==> config.mk <==
export PLATFORM = sky130hd
export DESIGN_NAME = bram_portb_mmio
export DESIGN_NICKNAME = d
export VERILOG_FILES = /design/src/rtl/bram_portb_mmio.sv
export SDC_FILE = /design/constraint.sdc
export NUM_CORES = 1
export LEC_CHECK = 0
export ABC_AREA = 1
export ABC_CLOCK_PERIOD_IN_PS = 2900
export CAP_MARGIN = 40
export CORE_MARGIN = 2
export CORE_UTILIZATION = 45
export CTS_CLUSTER_DIAMETER = 30
export DETAILED_ROUTE_END_ITERATION = 16
export GPL_ROUTABILITY_DRIVEN = 0
export PLACE_DENSITY = 0.86
export SYNTH_ARGS = -nofsm -noshare
export SYNTH_HDL_FRONTEND = slang
export SYNTH_SLANG_ARGS = --single-unit
==> constraint.sdc <==
create_clock -name clk -period 2.9 [get_ports clk]
set_input_delay 0.725 -clock clk [delete_from_list [all_inputs] [get_ports clk]]
set_output_delay 0.725 -clock clk [all_outputs]
set_load 0.02 [all_outputs]
==> src/rtl/bram_portb_mmio.sv <==
// Port-B master for a CPU-shared BRAM: writes the button word, burst-reads the game state
// and publishes it as an atomic snapshot for the display logic, once per frame_start.
module bram_portb_mmio #(
  parameter logic [15:0] BASE_ADDR  = 16'h0100,
  parameter int          NUM_WORDS  = 4,
  parameter logic [15:0] INPUT_ADDR = 16'h00FF,
  parameter int          BTN_W      = 4
) (
  input  logic                      clk,
  input  logic                      reset,
  input  logic                      frame_start,
  input  logic [BTN_W-1:0]          buttons,
  output logic [15:0]               addr_b,
  output logic [15:0]               data_b,
  output logic                      we_b,
  input  logic [15:0]               q_b,
  output logic [16*NUM_WORDS-1:0]   snap_data,
  output logic                      snap_valid,
  output logic                      busy,
  output logic                      overrun
);

  localparam int IDX_W = (NUM_WORDS > 1) ? $clog2(NUM_WORDS) : 1;
  localparam logic [IDX_W-1:0] LAST_IDX = IDX_W'(NUM_WORDS - 1);

  typedef enum logic [2:0] {IDLE, WRITE, READ, DRAIN, DONE} state_t;

  state_t                  state;
  state_t                  state_nxt;
  logic [IDX_W-1:0]        idx;
  logic [BTN_W-1:0]        btn_q;
  logic [15:0]             stage [NUM_WORDS];
  logic [16*NUM_WORDS-1:0] snap_nxt;

  always_ff @(posedge clk) begin
    if (!reset) state <= IDLE;
    else        state <= state_nxt;
  end

  always_comb begin
    state_nxt = state;
    unique case (state)
      IDLE:    if (frame_start) state_nxt = WRITE;
      WRITE:   state_nxt = READ;
      READ:    if (idx == LAST_IDX) state_nxt = DRAIN;
      DRAIN:   state_nxt = DONE;
      DONE:    state_nxt = IDLE;
      default: state_nxt = IDLE;
    endcase
  end

  always_comb begin
    addr_b     = '0;
    data_b     = '0;
    we_b       = 1'b0;
    unique case (state)
      WRITE: begin
        addr_b = INPUT_ADDR;
        data_b = 16'(btn_q);
        we_b   = 1'b1;
      end
      READ:    addr_b = BASE_ADDR + 16'(idx);
      default: ;
    endcase
    snap_valid = (state == DONE);
    busy       = (state != IDLE);
  end

  // Last word comes straight from q_b so the whole snapshot lands on one edge.
  always_comb begin
    snap_nxt = '0;
    for (int i = 0; i < NUM_WORDS - 1; i++) snap_nxt[16*i +: 16] = stage[i];
    snap_nxt[16*(NUM_WORDS-1) +: 16] = q_b;
  end

  always_ff @(posedge clk) begin
    if (!reset) begin
      idx       <= '0;
      btn_q     <= '0;
      overrun   <= 1'b0;
      snap_data <= '0;
      for (int i = 0; i < NUM_WORDS; i++) stage[i] <= '0;
    end else begin
      overrun <= frame_start && busy;
      if (state == IDLE && frame_start) btn_q <= buttons;
      if (state == READ) idx <= idx + 1'b1;
      else               idx <= '0;
      // Read data trails the address by one cycle.
      if (state == READ && idx != '0) stage[idx - 1'b1] <= q_b;
      if (state == DRAIN) begin
        stage[LAST_IDX] <= q_b;
        snap_data       <= snap_nxt;
      end
    end
  end

endmodule

# == Yosys cells after proc, flatten, opt, wreduce, memory -nomap -nowiden ==
# Memories as Yosys holds them, arrays and structs flattened. A register that Yosys moved wholly into a read port is not among the register bits.
# Index checks and enable logic that the tools add are counted.
# word_totals
ram_bits,64
memories,1
word_cells,46
out_inout_bits,100
inputBits,23
ff_bits,74
# mem_list
name,words,word_bits,rd,rd_ports_with_merged_regs,write_ports,line_no,rtl
stage,4,16,3,3,4,32,logic [15:0] stage [NUM_WORDS];
# classes
n_addsub,3
n_eq_ne,7
muxes,17
n_reduce_logical,12
bitwise_logic,1
# ops
operator,n
$mux W16,2
$pmux W10 S2,1
$reduce_or A16 Y1,1
$pmux W3 S4,1
$add A9 B2 Y10 const A,1
$mux W1,9
$eq A3 B2 Y1 const B,2
$mux W3,2
$mux W4,1
$ne A2 B2 Y1 const B,2
$reduce_and A2 Y1,2
$eq A3 B1 Y1 const B,1
$eq A3 B3 Y1 const B,1
$logic_and A1 B1 Y1,3
$logic_not A1 Y1,3
$logic_not A3 Y1,1
$reduce_bool A3 Y1,1
$add A2 B1 Y2 const B,1
$eq A2 B2 Y1 const B,1
$mux W2,1
$reduce_bool A2 Y1,1
$sub A2 B1 Y2 const B,1
$or A1 B1 Y1,1

# == Logic depth before layout (Yosys ltp) ==
# logic_depth
depth_word,7
depth_mapped,8
ltp_nobuf,7

# == Worst setup path before layout ==
# No wires, ideal clock.
# synth_path
path_kind,reg-to-reg
start,register idx[0]
end,"memory stage[2][0], enable pin"
path_slack_ns,0.268
path_stages_with_launch,6
period_less_slack_ns,2.632
t_arrival_ns,2.220
path_buffers,0
setup_time_ns,0.411
path_cell_list,dfxtp_1 -> inv_1 -> ha_1 -> inv_1 -> nand4_2 -> o21ai_0
# synth_lines
element,line_no,rtl
from (decl),30,logic [IDX_W-1:0] idx;
from (signal assigned),86,if (state == READ) idx <= idx + 1'b1;
to (decl),32,

# == Final worst setup path ==
# layout_path
start,register state[0]
end,output port addr_b[1]
# layout_between
elab_chain_len,2
word_cells_on_any_way,3
# layout_rtl
element,line_no,rtl
from (decl),28,state_t state;
from (signal assigned),37,else state <= state_nxt;
$eq A3 B2 Y1 or $eq A3 B1 Y1 (tied branches),56,unique case (state)
$pmux W10 S2 *,56,
to (decl),13,"output logic [15:0] addr_b,"
# Mark *: on every way between the ends. The rest lies on a longest branch, timed or not.

==> results.toml <==
[status]
status = "completed"

[timing]
skew_ps = 4.45
drv_slew = 0
grt_setup_unrepaired = "false"
worstMarginPinSlew_ps = 707
post-route-period-util = 0.941
hold_viol_final = 0
setup-tns-final_ps = 0
layout_setup_ws_ps = 172
fin_crit_ps = 2730
fmax_mhz = 367
slew_headroom = 0.528
hold_ws_ps = 479
setup-violations-final = 0

[finish]
syn2layout_area_growth_pct = 34.4
drive_gt1_frac = 0.0844
fin_cells = 752
final_util = 0.616
finalNetCount = 628
design_area_um2 = 6270
antennaDiodeCount = 0

[cts]
cts_buffers = 17
ctsHoldBuffers = 0
clk_latency_ps = 520
cts_resized = 0
cts_tree = "yes"
htree_levels = 4
cts_buffer_depth = 2
clkTransAtPathRegs_ps = 60
root_buffer = "clkbuf_8"
post-cts-setup-buffer-count = 0
clock_sinks = 122

[routing]
drc = 0
drt-total-wl_um = 11400
vias = 3768
drtIter0Drc = 397
vias_per_cell = 5.01
ant_nets = 0
wl_per_cell_um = 15.1
dr.pass1.iters = 5

[synthesis]
yosysMostFrequentCell = "nor2_1"
ys.flop_type = "dfxtp_1"
yosysTopAreaCellShare = 0.318
synth-edff-count = 48
synthCells = 504
yosys.area.top_type = "dfxtp_1"
async_reset_ff_frac = 0
yosysSeqAreaShare = 0.627
yosys_warnings = 0
syn_avg_cell_area_um2 = 9.25
netlist_area_um2 = 4660
ys_top_cells_by_count = "nor2_1, dfxtp_1, o21ai_0"
synthTopCellsByArea = "dfxtp_1, edfxtp_1, nor2_1"
yosysUniqueCellTypes = 25
synth-seq-cells = 122

[critical_path]
crit_path_start_kind = "flip-flop"
r2r-start = "idx[0]$_SDFF_PN0_"
arrival_ps = 2000
worstReg2RegEnd = "stage[1][1]$_SDFFCE_PN0P_"
r2r_cells = 6
worstSetupPathType = "flip-flop to output port"
critPathRequiredTime_ps = 2170
endpoint_kind = "output port"
cp_max_fo = 5
r2r_slack_ps = 610

[pwr]
power_mw = 4.44
leakage_nw = 2.57
p_per_area_nw_per_um2 = 708
peakVddDrop_v = 0.000388

[floorplan]
io-pin-count = 123
start_util = 0.458
coreArea_um2 = 10200
fp.dieW_um = 106
die_area_um2 = 11200
num_rows = 37
dieHeight_um = 106

[min_path]
min-delay-start = "stage[1][4]$_SDFFCE_PN0P_"
hold-path-cell-count = 2
min_to = "snap_data[20]$_SDFFE_PN0N_"
hold_path_class = "flip-flop to flip-flop"

[placement]
pre_cts_ws_ps = 444
dp_cells = 720
post_dp_cell_area_um2 = 5710
dp_hpwl_um = 7550
io_buffers = 103

[grt]
antenna_found_initial = 0
grt_overflow = 0
grt_pass1_vias = 3739
grt_usage = 0.215
grt_max_degree = 69
grt_pass1_wl_um = 18500

[run]
maxCapViolations = 0
how the worst max path moves through the flow:
stage,to,depth (start not counted),slack [ps],from
finish,addr_b[1],4,170,state[0]$_SDFFE_PN0P_
global route,addr_b[0],4,60,state[0]$_SDFFE_PN0P_
CTS,addr_b[7],4,2,state[2]$_SDFFE_PN0P_
detailed placement,stage[1][0]$_SDFFCE_PN0P_,5,440,reset
floorplan,stage[2][0]$_SDFFCE_PN0P_,5,270,idx[0]$_SDFF_PN0_
global placement,stage[1][2]$_SDFFCE_PN0P_,5,530,reset
power by group:
group          switching, mW  internal [mW]
clock                  0.805           1.11
sequential            0.0531           1.87
combinational          0.356          0.239
total                   1.21           3.23
layout by cell type (no fill, tap or decap), types with 5 or more instances in the layout:
master,instances
nand3_1,17
edfxtp_1,48
conb_1,19
clkbuf_16,17
inv_1,39
buf_4,7
clkinv_4,5
nor3_1,17
nor2_1,141
dfxtp_1,74
o21ai_0,63
nand2_1,36
clkdlybuf4s50_1,102
sequential cells by signal, summed over array words and instances, names as in the netlist:
name	cells
stage	48
overrun	1
btn_q	4
idx	2
state	3
snap_data	64
worst max-delay path, stage by stage, from the launching register on:
cell and delay (ps):
dfxtp_1 360, nor2_4 170, nand2_1 120, o21ai_0 190
clkdlybuf4s50_1 640
layout make-up:
| class | instances | area (um2) |
|---|---|---|
| sequential | 122 | 2920 |
| timing repair buffer | 111 | 1110 |
| inverter | 41 | 154 |
| clock buffer | 18 | 439 |
| fill | 783 | 3910 |
| clock inverter | 14 | 114 |
| multi-input combinational | 310 | 1370 |
| tap | 136 | 170 |
routing by layer:
layer / GRT usage / share of wire / up-vias
met2: 0.359 / 0.51 / 202
met1: 0.252 / 0.37 / 1755
li1: - / - / 1780
met5: 0 / 0 / -
met3: 0.0544 / 0.087 / 31
met4: 0.121 / 0.034 / 0
cells by family after synthesis:
logic type,count (synthesis),synth area share
flip-flops,122,0.627
buffers and inverters,90,0.0963
AND/OR/NAND/NOR,220,0.196
other,1,0.000804
adder cells (fa/ha/maj),2,0.00536
AO/OA/AOI/OAI,69,0.0748
Note: power is estimated with default switching activity, not from simulation.
